$ cat config.mk
export PLATFORM = sky130hd
export DESIGN_NAME = cnn_buffer_sched
export DESIGN_NICKNAME = d
export VERILOG_FILES = /design/src/rtl/cnn_buffer_sched_pkg.sv /design/src/rtl/cnn_buffer_sched_tile_calc.sv /design/src/rtl/cnn_buffer_sched.sv
export SDC_FILE = /design/constraint.sdc
export NUM_CORES = 1
export LEC_CHECK = 0
export BUFFER_PORTS_ARGS = -buffer_cell sky130_fd_sc_hd__buf_2
export CAP_MARGIN = 20
export CORE_MARGIN = 4
export CORE_UTILIZATION = 50
export CTS_CLUSTER_DIAMETER = 150
export DETAILED_ROUTE_END_ITERATION = 6
export GPL_TIMING_DRIVEN = 0
export PLACE_DENSITY = 0.72
export SLEW_MARGIN = 20
export SYNTH_ARGS = -nofsm -noshare
export SYNTH_HDL_FRONTEND = slang
export SYNTH_SLANG_ARGS = --single-unit
$ cat constraint.sdc
create_clock -name clk -period 5.24 [get_ports clk]
set_input_delay 0.524 -clock clk [delete_from_list [all_inputs] [get_ports clk]]
set_output_delay 0.524 -clock clk [all_outputs]
set_load 0.03 [all_outputs]
$ cat src/rtl/cnn_buffer_sched_pkg.sv
// Shared definitions for the CNN line-buffer layer sequencer: widths, FSM state encoding
// and the tile-depth helper.
package cnn_buffer_sched_pkg;

  localparam int BUFFER_DEPTH = 8;
  localparam int BUFFER_WIDTH = 32;
  localparam int KW           = 3;
  localparam int SW           = 2;
  localparam int HW           = 10;
  localparam int CW           = 8;
  localparam int NW           = 16;
  localparam int FW           = $clog2(BUFFER_WIDTH);
  localparam int DW           = $clog2(BUFFER_DEPTH);
  localparam int RW           = HW + 1;

  typedef enum logic [2:0] {
    SCHED_IDLE,
    SCHED_CALC,
    SCHED_START,
    SCHED_RUN,
    SCHED_DRAIN,
    SCHED_FIN,
    SCHED_NEXT,
    SCHED_DONE
  } sched_state_t;

  // Returns T-1 where T = min(BUFFER_DEPTH, fmap_h - row); a row at or past the map end yields 0.
  function automatic logic [DW-1:0] tile_depth(input logic [HW-1:0] fmap_h,
                                               input logic [RW-1:0] row);
    logic [RW-1:0] rem;
    rem = {1'b0, fmap_h} - row;
    if (row >= {1'b0, fmap_h})
      return '0;
    else if (rem >= RW'(BUFFER_DEPTH))
      return DW'(BUFFER_DEPTH - 1);
    else
      return DW'(rem - RW'(1));
  endfunction

endpackage

$ cat src/rtl/cnn_buffer_sched_tile_calc.sv
// Iterative row-step calculator: step = outputs_per_full_tile * stride, found by
// repeated addition (at most BUFFER_DEPTH cycles, no divider).
module cnn_tile_calc
  import cnn_buffer_sched_pkg::*;
(
  input  logic          clk,
  input  logic          rst_n,
  input  logic          i_start,
  input  logic [KW-1:0] i_kh,
  input  logic [SW-1:0] i_stride,
  output logic          o_busy,
  output logic [RW-1:0] o_step
);

  logic [RW-1:0] r_acc;
  logic [RW-1:0] r_step;
  logic [SW-1:0] r_stride;
  logic          r_busy;
  logic [RW-1:0] w_acc_nxt;
  logic          w_fits;

  assign w_acc_nxt = r_acc + RW'(r_stride);
  assign w_fits    = (w_acc_nxt <= RW'(BUFFER_DEPTH));

  always_ff @(posedge clk or negedge rst_n) begin
    if (!rst_n) begin
      r_acc    <= '0;
      r_step   <= '0;
      r_stride <= '0;
      r_busy   <= 1'b0;
    end else if (i_start) begin
      r_acc    <= RW'(i_kh);
      r_step   <= '0;
      r_stride <= i_stride;
      r_busy   <= 1'b1;
    end else if (r_busy) begin
      // The final pass adds one more stride for the window that starts the next tile.
      r_step <= r_step + RW'(r_stride);
      if (w_fits)
        r_acc <= w_acc_nxt;
      else
        r_busy <= 1'b0;
    end
  end

  assign o_busy = r_busy;
  assign o_step = r_step;

endmodule

$ cat src/rtl/cnn_buffer_sched.sv
// Layer-level sequencer for the CNN line buffer: splits a layer into row tiles per input
// channel, drives the buffer's static configuration and the req/req_final pulses.
module cnn_buffer_sched
  import cnn_buffer_sched_pkg::*;
(
  input  logic          clk,
  input  logic          rst_n,
  input  logic          cfg_valid,
  output logic          cfg_ready,
  input  logic [KW-1:0] cfg_kw,
  input  logic [KW-1:0] cfg_kh,
  input  logic [SW-1:0] cfg_stride,
  input  logic [KW-1:0] cfg_pad,
  input  logic [FW-1:0] cfg_fmap_w,
  input  logic [HW-1:0] cfg_fmap_h,
  input  logic [CW-1:0] cfg_ch,
  input  logic          abort,
  output logic [KW-1:0] kernel_width_o,
  output logic [KW-1:0] kernel_height_o,
  output logic [SW-1:0] stride_o,
  output logic [KW-1:0] padding_o,
  output logic [FW-1:0] buffer_width_o,
  output logic [DW-1:0] buffer_depth_o,
  output logic          buf_req,
  output logic          buf_req_final,
  input  logic          window_valid,
  input  logic          window_finish,
  input  logic          window_stall,
  output logic [HW-1:0] tile_row_o,
  output logic [CW-1:0] tile_ch_o,
  output logic [NW-1:0] win_cnt,
  output logic          busy,
  output logic          done,
  output logic          cfg_err,
  output sched_state_t  dbg_state
);

  // Handshake: a descriptor transfers on the cycle where cfg_valid & cfg_ready are both high;
  // cfg_ready is high only in IDLE and the master holds the fields stable while cfg_valid is high.

  sched_state_t  r_state;
  sched_state_t  w_state_nxt;
  logic [KW-1:0] r_kw, r_kh, r_pad;
  logic [SW-1:0] r_stride;
  logic [FW-1:0] r_fmap_w, r_buf_w;
  logic [HW-1:0] r_fmap_h;
  logic [CW-1:0] r_ch, r_tile_ch, w_ch_nxt;
  logic [DW-1:0] r_buf_d;
  logic [RW-1:0] r_tile_row, w_row_nxt;
  logic [NW-1:0] r_win_cnt;
  logic          r_cfg_err, r_aborted;
  logic          w_accept, w_bad, w_take, w_last, w_final_ch, w_win_inc;
  logic          w_calc_busy;
  logic [RW-1:0] w_step;

  assign w_accept = (r_state == SCHED_IDLE) & cfg_valid;
  assign w_bad    = (cfg_kw == '0) | (cfg_kh == '0) | (cfg_stride == '0) |
                    (int'(cfg_kh) > BUFFER_DEPTH) |
                    ((cfg_pad != '0) & (int'(cfg_fmap_h) > BUFFER_DEPTH));
  assign w_take   = w_accept & ~w_bad;

  // r_buf_d holds T-1 of the current tile, so the last-tile test reuses it.
  assign w_last     = (r_tile_row + RW'(r_buf_d) + RW'(1)) >= {1'b0, r_fmap_h};
  assign w_final_ch = (r_tile_ch == r_ch - CW'(1));
  assign w_win_inc  = (r_state != SCHED_IDLE) & window_valid & ~window_stall &
                      (r_win_cnt != '1);

  cnn_tile_calc u_calc (
    .clk      (clk),
    .rst_n    (rst_n),
    .i_start  (w_take),
    .i_kh     (cfg_kh),
    .i_stride (cfg_stride),
    .o_busy   (w_calc_busy),
    .o_step   (w_step)
  );

  always_comb begin
    w_state_nxt = r_state;
    w_row_nxt   = r_tile_row;
    w_ch_nxt    = r_tile_ch;
    case (r_state)
      SCHED_IDLE:  if (w_take) w_state_nxt = SCHED_CALC;
      SCHED_CALC:  if (abort) w_state_nxt = SCHED_IDLE;
                   else if (!w_calc_busy) w_state_nxt = SCHED_START;
      SCHED_START: w_state_nxt = abort ? SCHED_IDLE : SCHED_RUN;
      SCHED_RUN:   if (abort || window_finish) w_state_nxt = abort ? SCHED_FIN : SCHED_DRAIN;
      SCHED_DRAIN: if (abort || !window_stall) w_state_nxt = SCHED_FIN;
      SCHED_FIN:   w_state_nxt = (abort || r_aborted) ? SCHED_IDLE : SCHED_NEXT;
      SCHED_NEXT: begin
        if (abort) begin
          w_state_nxt = SCHED_IDLE;
        end else if (w_last && w_final_ch) begin
          w_state_nxt = SCHED_DONE;
        end else if (w_last) begin
          w_row_nxt   = '0;
          w_ch_nxt    = r_tile_ch + CW'(1);
          w_state_nxt = SCHED_START;
        end else begin
          w_row_nxt   = r_tile_row + w_step;
          w_state_nxt = SCHED_START;
        end
      end
      SCHED_DONE:  w_state_nxt = SCHED_IDLE;
      default:     w_state_nxt = SCHED_IDLE;
    endcase
  end

  always_ff @(posedge clk or negedge rst_n) begin
    if (!rst_n) begin
      r_state    <= SCHED_IDLE;
      r_kw       <= '0;
      r_kh       <= '0;
      r_pad      <= '0;
      r_stride   <= '0;
      r_fmap_w   <= '0;
      r_fmap_h   <= '0;
      r_ch       <= '0;
      r_buf_w    <= '0;
      r_buf_d    <= '0;
      r_tile_row <= '0;
      r_tile_ch  <= '0;
      r_win_cnt  <= '0;
      r_cfg_err  <= 1'b0;
      r_aborted  <= 1'b0;
    end else begin
      r_state    <= w_state_nxt;
      r_tile_row <= w_row_nxt;
      r_tile_ch  <= w_ch_nxt;
      r_cfg_err  <= w_accept & w_bad;
      if (w_take) begin
        r_kw       <= cfg_kw;
        r_kh       <= cfg_kh;
        r_pad      <= cfg_pad;
        r_stride   <= cfg_stride;
        r_fmap_w   <= cfg_fmap_w;
        r_fmap_h   <= cfg_fmap_h;
        r_ch       <= cfg_ch;
        r_tile_row <= '0;
        r_tile_ch  <= '0;
        r_win_cnt  <= '0;
      end else if (w_win_inc) begin
        r_win_cnt <= r_win_cnt + NW'(1);
      end
      // An abort during RUN/DRAIN still passes through FIN; remember it to skip NEXT.
      if ((r_state == SCHED_RUN || r_state == SCHED_DRAIN) && abort)
        r_aborted <= 1'b1;
      else if (r_state == SCHED_FIN)
        r_aborted <= 1'b0;
      if (w_state_nxt == SCHED_START && r_state != SCHED_START) begin
        r_buf_d <= tile_depth(r_fmap_h, w_row_nxt);
        r_buf_w <= r_fmap_w;
      end
    end
  end

  assign cfg_ready       = (r_state == SCHED_IDLE);
  assign busy            = (r_state != SCHED_IDLE);
  assign buf_req         = (r_state == SCHED_START);
  assign buf_req_final   = (r_state == SCHED_FIN);
  assign done            = (r_state == SCHED_DONE);
  assign cfg_err         = r_cfg_err;
  assign kernel_width_o  = r_kw;
  assign kernel_height_o = r_kh;
  assign stride_o        = r_stride;
  assign padding_o       = r_pad;
  assign buffer_width_o  = r_buf_w;
  assign buffer_depth_o  = r_buf_d;
  assign tile_row_o      = r_tile_row[HW-1:0];
  assign tile_ch_o       = r_tile_ch;
  assign win_cnt         = r_win_cnt;
  assign dbg_state       = r_state;

endmodule
==> results of run 1 <==
-- synthesized netlist by cell type (6+ instances only) --
master | number | share of area, %
a211oi_1 | 6 | 0.68
a21o_1 | 6 | 0.68
a21oi_1 | 26 | 2.0
a31oi_1 | 7 | 0.66
and2_1 | 11 | 1.0
and3_1 | 9 | 0.85
buf_2 | 10 | 0.75
buf_4 | 12 | 1.4
clkbuf_1 | 11 | 0.62
dfrtp_1 | 105 | 40
ha_1 | 42 | 7.9
inv_1 | 37 | 2.1
mux2i_1 | 11 | 1.7
nand2_1 | 111 | 6.3
nand2b_1 | 6 | 0.56
nand3_1 | 18 | 1.4
nand4_1 | 12 | 1.1
nor2_1 | 66 | 3.7
nor3_1 | 22 | 1.7
o21a_1 | 7 | 0.79
o21ai_0 | 32 | 2.4
xnor2_1 | 24 | 3.2
xor2_1 | 32 | 4.2
-- metrics by stage --
step                setup TNS [ns]  util [%]  instance area (µm²)
finish                           0      62.8                 8060
global route                -0.190      62.8                 8060
global placement            -0.418      57.4                 7370
CTS                              0      60.7                 7780
floorplan                        0         -                 6650
detailed placement          -0.803      57.7                 7400
-- layer usage --
| layer | GRT usage, % | vias to the layer above |
|---|---|---|
| met3 | 5.17 | 47 |
| met2 | 38.1 | 200 |
| met1 | 31.0 | 2853 |
| met5 | 0 | - |
| met4 | 7.68 | 0 |
| li1 | - | 2768 |
-- cell families after synthesis --
| kind of cell | after synthesis | synth area share, % |
|---|---|---|
| buffers and inverters | 72 | 5.16 |
| flip-flops | 105 | 39.5 |
| AO/OA/AOI/OAI | 129 | 13.6 |
| adder cells (fa/ha/maj) | 48 | 9.57 |
| multiplexers | 18 | 3.13 |
| AND/OR/NAND/NOR | 295 | 21.6 |
| XOR/XNOR | 56 | 7.38 |
-- layout make-up --
cell class	count	area [µm²]	area share (%)
Tap cell	172	215	2.67
Clock inverter	4	98.8	1.23
Sequential cell	105	2630	32.7
Buffer	35	211	2.63
Timing Repair Buffer	111	624	7.75
Inverter	37	139	1.72
Clock buffer	12	246	3.06
Multi-Input combinational cell	546	3890	48.3
-- how the worst max path moves through the flow --
stage	to	slack, ns	start
3_3_place_gp	buffer_depth_o[2]	-0.16	r_tile_row[0]
4_1_cts	buffer_depth_o[2]	0.02	buffer_depth_o[0]
2_1_floorplan	buffer_depth_o[2]	0.27	buffer_depth_o[0]
5_1_grt	buffer_depth_o[2]	-0.07	buffer_depth_o[0]
3_5_place_dp	buffer_depth_o[2]	-0.29	r_tile_row[0]
6_report	buffer_depth_o[1]	0.03	buffer_depth_o[0]
-- sequential cells by signal (all words and copies together), names as in the netlist, 2 cells and up --
| name | cells |
|---|---|
| buffer_depth_o | 3 |
| kernel_width_o | 3 |
| u_calc.o_step | 11 |
| dbg_state | 3 |
| win_cnt | 16 |
| padding_o | 3 |
| u_calc.r_acc | 11 |
| r_ch | 8 |
| r_fmap_w | 5 |
| u_calc.r_stride | 2 |
| buffer_width_o | 5 |
| kernel_height_o | 3 |
| r_tile_row | 11 |
| r_fmap_h | 10 |
| tile_ch_o | 8 |
-- what timing repair did --
action	4_1_cts	5_1_grt
buffers inserted	2	6
gates cloned	0	1
hold buffers	0	0
gates resized for setup	8	44
setup endpoints to repair	3	3
pin swaps	5	20
-- power by group --
group          leakage [µW]  internal [µW]  switching (µW)
logic               0.00244           1220            1820
clock network      0.000167            483             308
registers           0.00134           1100             341
total               0.00394           2810            2470
==> results.py, run 1 <==
metrics = {
    "outcome": {
        "status": "finished with violations",
        "violations": "DRC",
    },
    "drt": {
        "met1_length_um": 7620,
        "routed_wl_um": 18100,
        "wire_per_inst_um": 17.7,
        "dr.pass1.iters": 7,
        "wl_met2_um": 8780,
        "ant_nets": 0,
        "drc_errors": 1,
        "num_vias": 5868,
        "first_iter_violations": 606,
        "wl_met3_um": 1130,
        "top_layer_used": "met4",
        "via_per_inst": 5.74,
    },
    "logic_synthesis": {
        "ys_seq_elements": 105,
        "synth_edf_count": 0,
        "yosysWarnings": 0,
        "postSynthCellCount": 723,
        "syn-num-nets": 811,
        "async_flop_share_pct": 100,
        "ys_seq_area_share_pct": 39.5,
        "synthFlopType": "dfrtp_1",
        "ys_types": 74,
        "syn_avg_cell_area_um2": 9.19,
        "netlist_area_um2": 6650,
    },
    "finish": {
        "final_cells": 1022,
        "diodes": 0,
        "nFillCells": 1062,
        "final_cell_mix": "nand2_1, buf_2, dfrtp_1",
        "final_common_cell": "nand2_1",
        "drive_gt1_share_pct": 24.5,
        "synthToLayoutAreaGrowth_pct": 21.2,
        "final_nets": 933,
    },
    "timing": {
        "clock-skew-final_ns": 0.0125,
        "maxSlewViolCount": 0,
        "timing.final.crit_share_pct": 99.5,
        "slew_headroom_pct": 59.4,
        "tightest_slew_ns": 0.608,
        "clock.fmax_mhz": 192,
        "setup_viol": 0,
        "finalWorstSetupSlack_ns": 0.0261,
        "finalHoldViolCount": 0,
        "holdWs_ns": 0.0635,
        "min_period_ns": 5.21,
    },
    "global_routing": {
        "grt_first_pass_wirelength_um": 27900,
        "overflow": 0,
        "grt_pass1_vias": 5705,
        "grtUsageTotal_pct": 23.4,
        "antenna_found_initial": 0,
        "grt_max_degree": 72,
    },
    "power": {
        "power_density_nw_per_um2": 655,
        "p_total_uw": 5280,
        "irDropWorstVdd_mv": 0.306,
        "leakage_uw": 0.00394,
    },
    "cts": {
        "clk_latency_ns": 0.36,
        "root_buffer": "clkbuf_16",
        "clk_pin_slew_ns": 0.07,
        "cts_max_level": 3,
        "clockBufferDepth": 2,
        "cts_tree": "done",
        "cts_buffers": 9,
        "cts_num_sinks": 105,
    },
    "worst_setup_path": {
        "regToRegSetupSlack_ns": 0.03,
        "regToRegStartpoint": "buffer_depth_o[0]",
        "r2r-end": "buffer_depth_o[1]",
        "cp_slowest_stage_delay_ns": 0.42,
        "crit_required_ns": 5.45,
        "cp_top_family": "compound AO/OA/AOI/OAI gates",
        "cp_max_fo": 7,
        "crit_type": "reg -> reg",
        "cp_num_cells": 25,
        "crit_buf_inv": 4,
        "startpoint_type": "flop",
        "crit_arrival_ns": 5.42,
        "endpoint_kind": "flop",
        "crit_path_top_delay_cell": "fa_2",
        "r2r_cells": 25,
    },
    "floorplan": {
        "core_um2": 12800,
        "die_h_um": 123,
        "io_pins": 103,
        "initial_core_util_pct": 51.8,
        "rows": 41,
        "dieArea_um2": 15200,
        "die_w_um": 123,
    },
    "place": {
        "pre_cts_ws_ns": -0.290,
        "port_buffers": 101,
        "hpwl_um": 13200,
        "dp.cells": 997,
        "gp_congestion": 0.877,
    },
    "min_path": {
        "hp-class": "in -> async",
    },
    "flow_run": {
        "cap_violations": 0,
    },
}
No activity file was read; power rests on OpenSTA's default activity.
==> run 2, diff against run 1 <==
--- a/config.mk
+++ b/config.mk
@@ -13,6 +13,7 @@
 export DETAILED_ROUTE_END_ITERATION = 6
 export GPL_TIMING_DRIVEN = 0
 export PLACE_DENSITY = 0.72
+export REMOVE_ABC_BUFFERS = 1
 export SLEW_MARGIN = 20
 export SYNTH_ARGS = -nofsm -noshare
 export SYNTH_HDL_FRONTEND = slang
==> results.py, run 2 (synthesized netlist as in run 1, its figures left out) <==
metrics = {
    "outcome": {
        "status": "complete, no violations",
    },
    "floorplan": {
        "rows": 41,
        "dieArea_um2": 15200,
        "die_h_um": 123,
        "initial_core_util_pct": 51.8,
        "die_w_um": 123,
        "core_um2": 12800,
        "io_pins": 103,
    },
    "cts": {
        "cts_buffers": 9,
        "cts_max_level": 3,
        "clk_latency_ns": 0.36,
        "cts_tree": "done",
        "hold_buffers": 0,
        "clk_pin_slew_ns": 0.07,
        "cts_num_sinks": 105,
        "clockBufferDepth": 2,
        "root_buffer": "clkbuf_16",
    },
    "finish": {
        "drive_gt1_share_pct": 22.0,
        "largest_reg_flops": 16,
        "final_cell_mix": "nand2_1, buf_2, dfrtp_1",
        "synthToLayoutAreaGrowth_pct": 16.9,
        "final_nets": 912,
        "final_cells": 1000,
        "stdcell_area_um2": 7770,
        "final_util_pct": 60.6,
        "diodes": 0,
        "final_common_cell": "nand2_1",
    },
    "drt": {
        "via_per_inst": 5.67,
        "first_iter_violations": 307,
        "drc_errors": 0,
        "wire_per_inst_um": 16.1,
        "ant_nets": 0,
        "routed_wl_um": 16100,
        "num_vias": 5665,
        "dr.pass1.iters": 5,
    },
    "timing": {
        "holdWs_ns": 0.114,
        "clock.fmax_mhz": 199,
        "min_period_ns": 5.03,
        "clock-skew-final_ns": 0.0115,
        "finalHoldViolCount": 0,
        "slew_headroom_pct": 54.0,
        "maxSlewViolCount": 0,
        "setup_viol": 0,
        "tightest_slew_ns": 0.690,
        "timing.final.crit_share_pct": 96.0,
    },
    "place": {
        "port_buffers": 102,
        "gp_congestion": 0.966,
        "place_area_um2": 7280,
        "hpwl_um": 12000,
        "dp.cells": 974,
    },
    "power": {
        "leakage_uw": 0.00381,
        "power.switching_uw": 2340,
        "p_total_uw": 4940,
        "power_density_nw_per_um2": 636,
        "p_clk_share_pct": 13.7,
        "power_frac_seq_pct": 29.7,
        "swShare_pct": 47.4,
        "internal_power_uw": 2600,
        "p_comb_share_pct": 56.6,
        "irDropWorstVdd_mv": 0.315,
    },
    "worst_setup_path": {
        "startpoint": "buffer_depth_o[0]",
        "crit_arrival_ns": 5.28,
        "regToRegStartpoint": "buffer_depth_o[0]",
        "cp_max_fo": 5,
        "crit_type": "reg -> reg",
        "startpoint_type": "flop",
        "endpoint_kind": "flop",
        "crit_required_ns": 5.49,
    },
    "global_routing": {
        "grt_pass1_vias": 5532,
        "overflow": 0,
        "antenna_found_initial": 0,
        "grt_first_pass_wirelength_um": 26500,
        "grtUsageTotal_pct": 21.9,
        "grt_max_degree": 55,
    },
    "min_path": {
        "hp-class": "in -> async",
    },
    "flow_run": {
        "cap_violations": 0,
    },
}
==> run 2: cell types whose count changed in the layout (fill, tap and decap cells not counted), moves of 3 or more <==
cell | before | now
dfrtp_2 | 3 | 0
clkbuf_1 | 13 | 2
buf_4 | 19 | 15
dfrtp_1 | 102 | 105
inv_1 | 34 | 37
inv_2 | 3 | 0
==> run 2: final cells by class <==
cell class / count / area, µm²
timing repair buffer: 125 / 692
fill: 1116 / 5060
sequential: 105 / 2630
inverter: 37 / 139
tap: 172 / 215
clock inverter: 4 / 52.6
clock buffer: 11 / 233
multi-input combinational: 546 / 3810
==> run 2: power by group through the flow <==
stage	Clock [µW]	Combinational, µW	Sequential, µW
CTS	691	2560	1460
global placement	0	2380	1460
floorplan	0	1640	1660
detailed placement	0	2490	1470
finish	676	2790	1470
global route	730	3060	1520
==> run 2: timing repair <==
| action | in CTS | in global routing |
|---|---|---|
| pin swaps | 5 | 13 |
| endpoints found under the hold margin | 0 | 0 |
| resized for setup | 6 | 21 |
| endpoints found under the setup margin | 3 | 3 |
| setup buffers | 5 | 6 |
==> run 2: metrics by stage <==
| stage | setup TNS [ns] | worst slack, ns |
|---|---|---|
| 4_1_cts | 0 | 0.0302 |
| 6_report | 0 | 0.207 |
| 3_3_place_gp | -546.80 | -7.94 |
| 2_1_floorplan | -246.04 | -3.63 |
| 5_1_grt | -0.0317 | -0.0217 |
| 3_5_place_dp | -0.897 | -0.312 |
==> run 2: worst paths after layout <==
kind / to / slack [ns] / cells past startpoint
worst max-delay path: buffer_depth_o[0] / 0.21 / 25
worst min-delay path: r_fmap_w[0] / 0.11 / 1
worst max register to register: buffer_depth_o[0] / 0.21 / 25
worst min register to register: r_fmap_w[4] / 0.48 / 2
max in group asynchronous: r_fmap_h[5] / 4.48 / 2
min in group clk: r_ch[7] / 0.35 / 3
==> run 2: layer usage <==
metal / share of wire, % / vias up / global-route usage, %
li1: - / 2715 / -
met1: 44 / 2756 / 29.4
met2: 49 / 167 / 35.8
met3: 5.1 / 27 / 4.25
met4: 1.8 / 0 / 7.34
met5: 0 / - / 0
==> run 2: critical path, cell delays in order (launching register included) <==
cell and delay, ns:
dfrtp_1 0.39, inv_1 0.09, ha_1 0.15, inv_1 0.06, fa_2 0.38, a21oi_4 0.21, nor2_1 0.10, nand3_1 0.11
xnor2_1 0.12, ha_1 0.27, a211oi_2 0.20, o21a_1 0.15, o21ai_1 0.10, a21o_2 0.24, buf_4 0.15, buf_4 0.15
nor4_2 0.25, a21oi_1 0.10, ha_1 0.41, and3_1 0.19, a21oi_2 0.05, a31oi_2 0.30, xor2_2 0.25, buf_4 0.16
nor3_1 0.05, o32ai_1 0.28
==> run 3, diff against run 2 <==
--- a/config.mk
+++ b/config.mk
@@ -13,8 +13,10 @@
 export DETAILED_ROUTE_END_ITERATION = 6
 export GPL_TIMING_DRIVEN = 0
 export PLACE_DENSITY = 0.72
+export RECOVER_POWER = 100
 export REMOVE_ABC_BUFFERS = 1
-export SLEW_MARGIN = 20
+export SETUP_SLACK_MARGIN = 0.5
+export SLEW_MARGIN = 15
 export SYNTH_ARGS = -nofsm -noshare
 export SYNTH_HDL_FRONTEND = slang
 export SYNTH_SLANG_ARGS = --single-unit
==> results.py, run 3 (synthesized netlist as in run 1, its figures left out) <==
metrics = {
    "timing": {
        "maxSlewViolCount": 55,
        "finalHoldViolCount": 0,
        "setup_viol": 0,
        "finalWorstSetupSlack_ns": 0.319,
        "min_period_ns": 4.92,
        "tns_ns": 0,
        "clock-skew-final_ns": 0.00621,
        "clock.fmax_mhz": 203,
        "slew_headroom_pct": -91.3,
        "timing.final.crit_share_pct": 93.9,
        "tightest_slew_ns": 2.87,
        "rsz0062_at_grt": "yes",
    },
    "power": {
        "internal_power_uw": 2760,
        "power_frac_seq_pct": 28.2,
        "irDropWorstVdd_mv": 0.279,
        "power.switching_uw": 2470,
        "power_density_nw_per_um2": 658,
        "swShare_pct": 47.2,
        "p_clk_share_pct": 14.3,
        "leakage_uw": 0.00365,
        "p_comb_share_pct": 57.4,
    },
    "worst_setup_path": {
        "r2r-end": "buffer_depth_o[0]",
        "startpoint": "buffer_depth_o[0]",
        "regToRegSetupSlack_ns": 0.32,
        "crit_required_ns": 5.46,
        "crit_arrival_ns": 5.14,
        "cp_slowest_stage_delay_ns": 0.39,
        "crit_path_top_delay_cell": "dfrtp_1",
        "regToRegStartpoint": "buffer_depth_o[0]",
        "startpoint_type": "flop",
        "r2r_cells": 26,
        "cp_top_family": "compound AO/OA/AOI/OAI gates",
        "cp_max_fo": 7,
        "endpoint_kind": "flop",
        "crit_buf_inv": 4,
        "crit_type": "reg -> reg",
    },
    "global_routing": {
        "grt_max_degree": 55,
        "antenna_found_initial": 0,
        "overflow": 0,
        "grt_first_pass_wirelength_um": 27700,
        "grtUsageTotal_pct": 22.9,
        "grt_pass1_vias": 5665,
    },
    "finish": {
        "diodes": 0,
        "ff_latch_area_um2": 2630,
        "synthToLayoutAreaGrowth_pct": 19.6,
        "drive_gt1_share_pct": 16.9,
        "nFillCells": 1107,
        "final_common_cell": "nand2_1",
        "largest_reg_flops": 16,
        "multi_input_area_um2": 3910,
        "final_nets": 931,
        "final_cell_mix": "nand2_1, dfrtp_1, clkbuf_1",
    },
    "min_path": {
        "hold_depth": 3,
        "hp-class": "in -> reg",
        "hp-start": "cfg_ch[7]",
        "min_to": "r_ch[7]",
    },
    "drt": {
        "num_vias": 5801,
        "wire_per_inst_um": 16.5,
        "first_iter_violations": 275,
        "via_per_inst": 5.69,
        "ant_nets": 0,
        "drc_errors": 0,
        "routed_wl_um": 16800,
        "dr.pass1.iters": 4,
    },
    "place": {
        "gp_congestion": 0.966,
        "port_buffers": 102,
        "hpwl_um": 12100,
        "pre_cts_ws_ns": -0.284,
    },
    "floorplan": {
        "die_h_um": 123,
        "initial_core_util_pct": 51.8,
        "io_pins": 103,
        "rows": 41,
        "core_um2": 12800,
        "die_w_um": 123,
        "dieArea_um2": 15200,
    },
    "cts": {
        "root_buffer": "clkbuf_16",
        "clockBufferDepth": 2,
        "clk_pin_slew_ns": 0.07,
        "cts_buffers": 9,
        "cts_max_level": 3,
        "cts_num_sinks": 105,
        "cts_tree": "done",
        "clk_latency_ns": 0.36,
    },
    "flow_run": {
        "cap_violations": 2,
    },
    "outcome": {
        "status": "finished with violations",
        "violations": "capacitance limit, slew limit",
    },
}
==> run 3: worst max-delay path by stage <==
| stage | slack (ns) | cells past startpoint | endpoint |
|---|---|---|---|
| final | 0.32 | 26 | buffer_depth_o[0] |
| after global routing | 0.06 | 26 | buffer_depth_o[1] |
| after CTS | 0.45 | 25 | buffer_depth_o[1] |
| after detailed placement | -0.28 | 24 | buffer_depth_o[2] |
| after global placement | -7.94 | 6 | u_calc.r_acc[5] |
| after floorplan | -3.63 | 5 | u_calc.r_acc[10] |
==> run 3: worst register-to-register path, stage by stage, from the launching register on <==
cell	delay (ns)
dfrtp_1	0.39
inv_2	0.09
ha_4	0.13
inv_2	0.04
fa_2	0.37
a21oi_4	0.23
nor2_4	0.06
nand3_2	0.09
xnor2_2	0.11
ha_1	0.26
a211oi_2	0.24
o21a_1	0.16
o21ai_2	0.06
a21o_2	0.23
a31o_4	0.26
a22o_4	0.27
ha_4	0.16
fa_2	0.35
nor2b_2	0.16
o21ai_2	0.11
buf_4	0.14
a22oi_2	0.13
a32o_2	0.18
o2111ai_4	0.15
buf_6	0.16
nor3_4	0.18
o32ai_2	0.09
==> run 3: power groups by stage <==
| stage | Sequential, µW | Combinational, µW | Clock [µW] |
|---|---|---|---|
| floorplan | 1660 | 1640 | 0 |
| global placement | 1460 | 2380 | 0 |
| detailed placement | 1470 | 2490 | 0 |
| CTS | 1460 | 2880 | 760 |
| global route | 1520 | 3290 | 793 |
| finish | 1480 | 3000 | 749 |
==> run 3: cell type report <==
cell class	count	share of cell area [%]
multi-input combinational	546	49.2
inverter	37	1.75
tap	172	2.71
clock buffer	9	2.83
timing repair buffer	144	9.18
clock inverter	7	1.31
sequential	105	33.1
==> run 3: timing repair <==
action	CTS	global route
cloned	0	0
buffers inserted	24	6
gates resized for setup	45	14
pin swaps	27	15
hold buffers	0	0
setup endpoints to repair	3	3
==> run 3: routing by layer <==
layer  up-vias  part of all wire [%]  global-route usage, %
met3        32                   5.2                   3.34
met1      2831                    43                   30.6
met2       171                    50                   37.5
met4         0                   2.5                   9.20
met5         -                     0                      0
li1       2767                     -                      -
==> run 3: stage by stage <==
stage | std cells | hold WS [ns] | power (µW) | util, % | cell area (µm²)
CTS | 1014 | 0.139 | 5100 | 62.3 | 7990
global placement | 962 | 0.455 | 3840 | 55.9 | 7170
detailed placement | 974 | 0.459 | 3960 | 56.8 | 7280
global route | 1020 | 0.356 | 5600 | 62.0 | 7950
finish | 1020 | 0.350 | 5230 | 62.0 | 7950
floorplan | 688 | 0.228 | 3290 | - | 6440
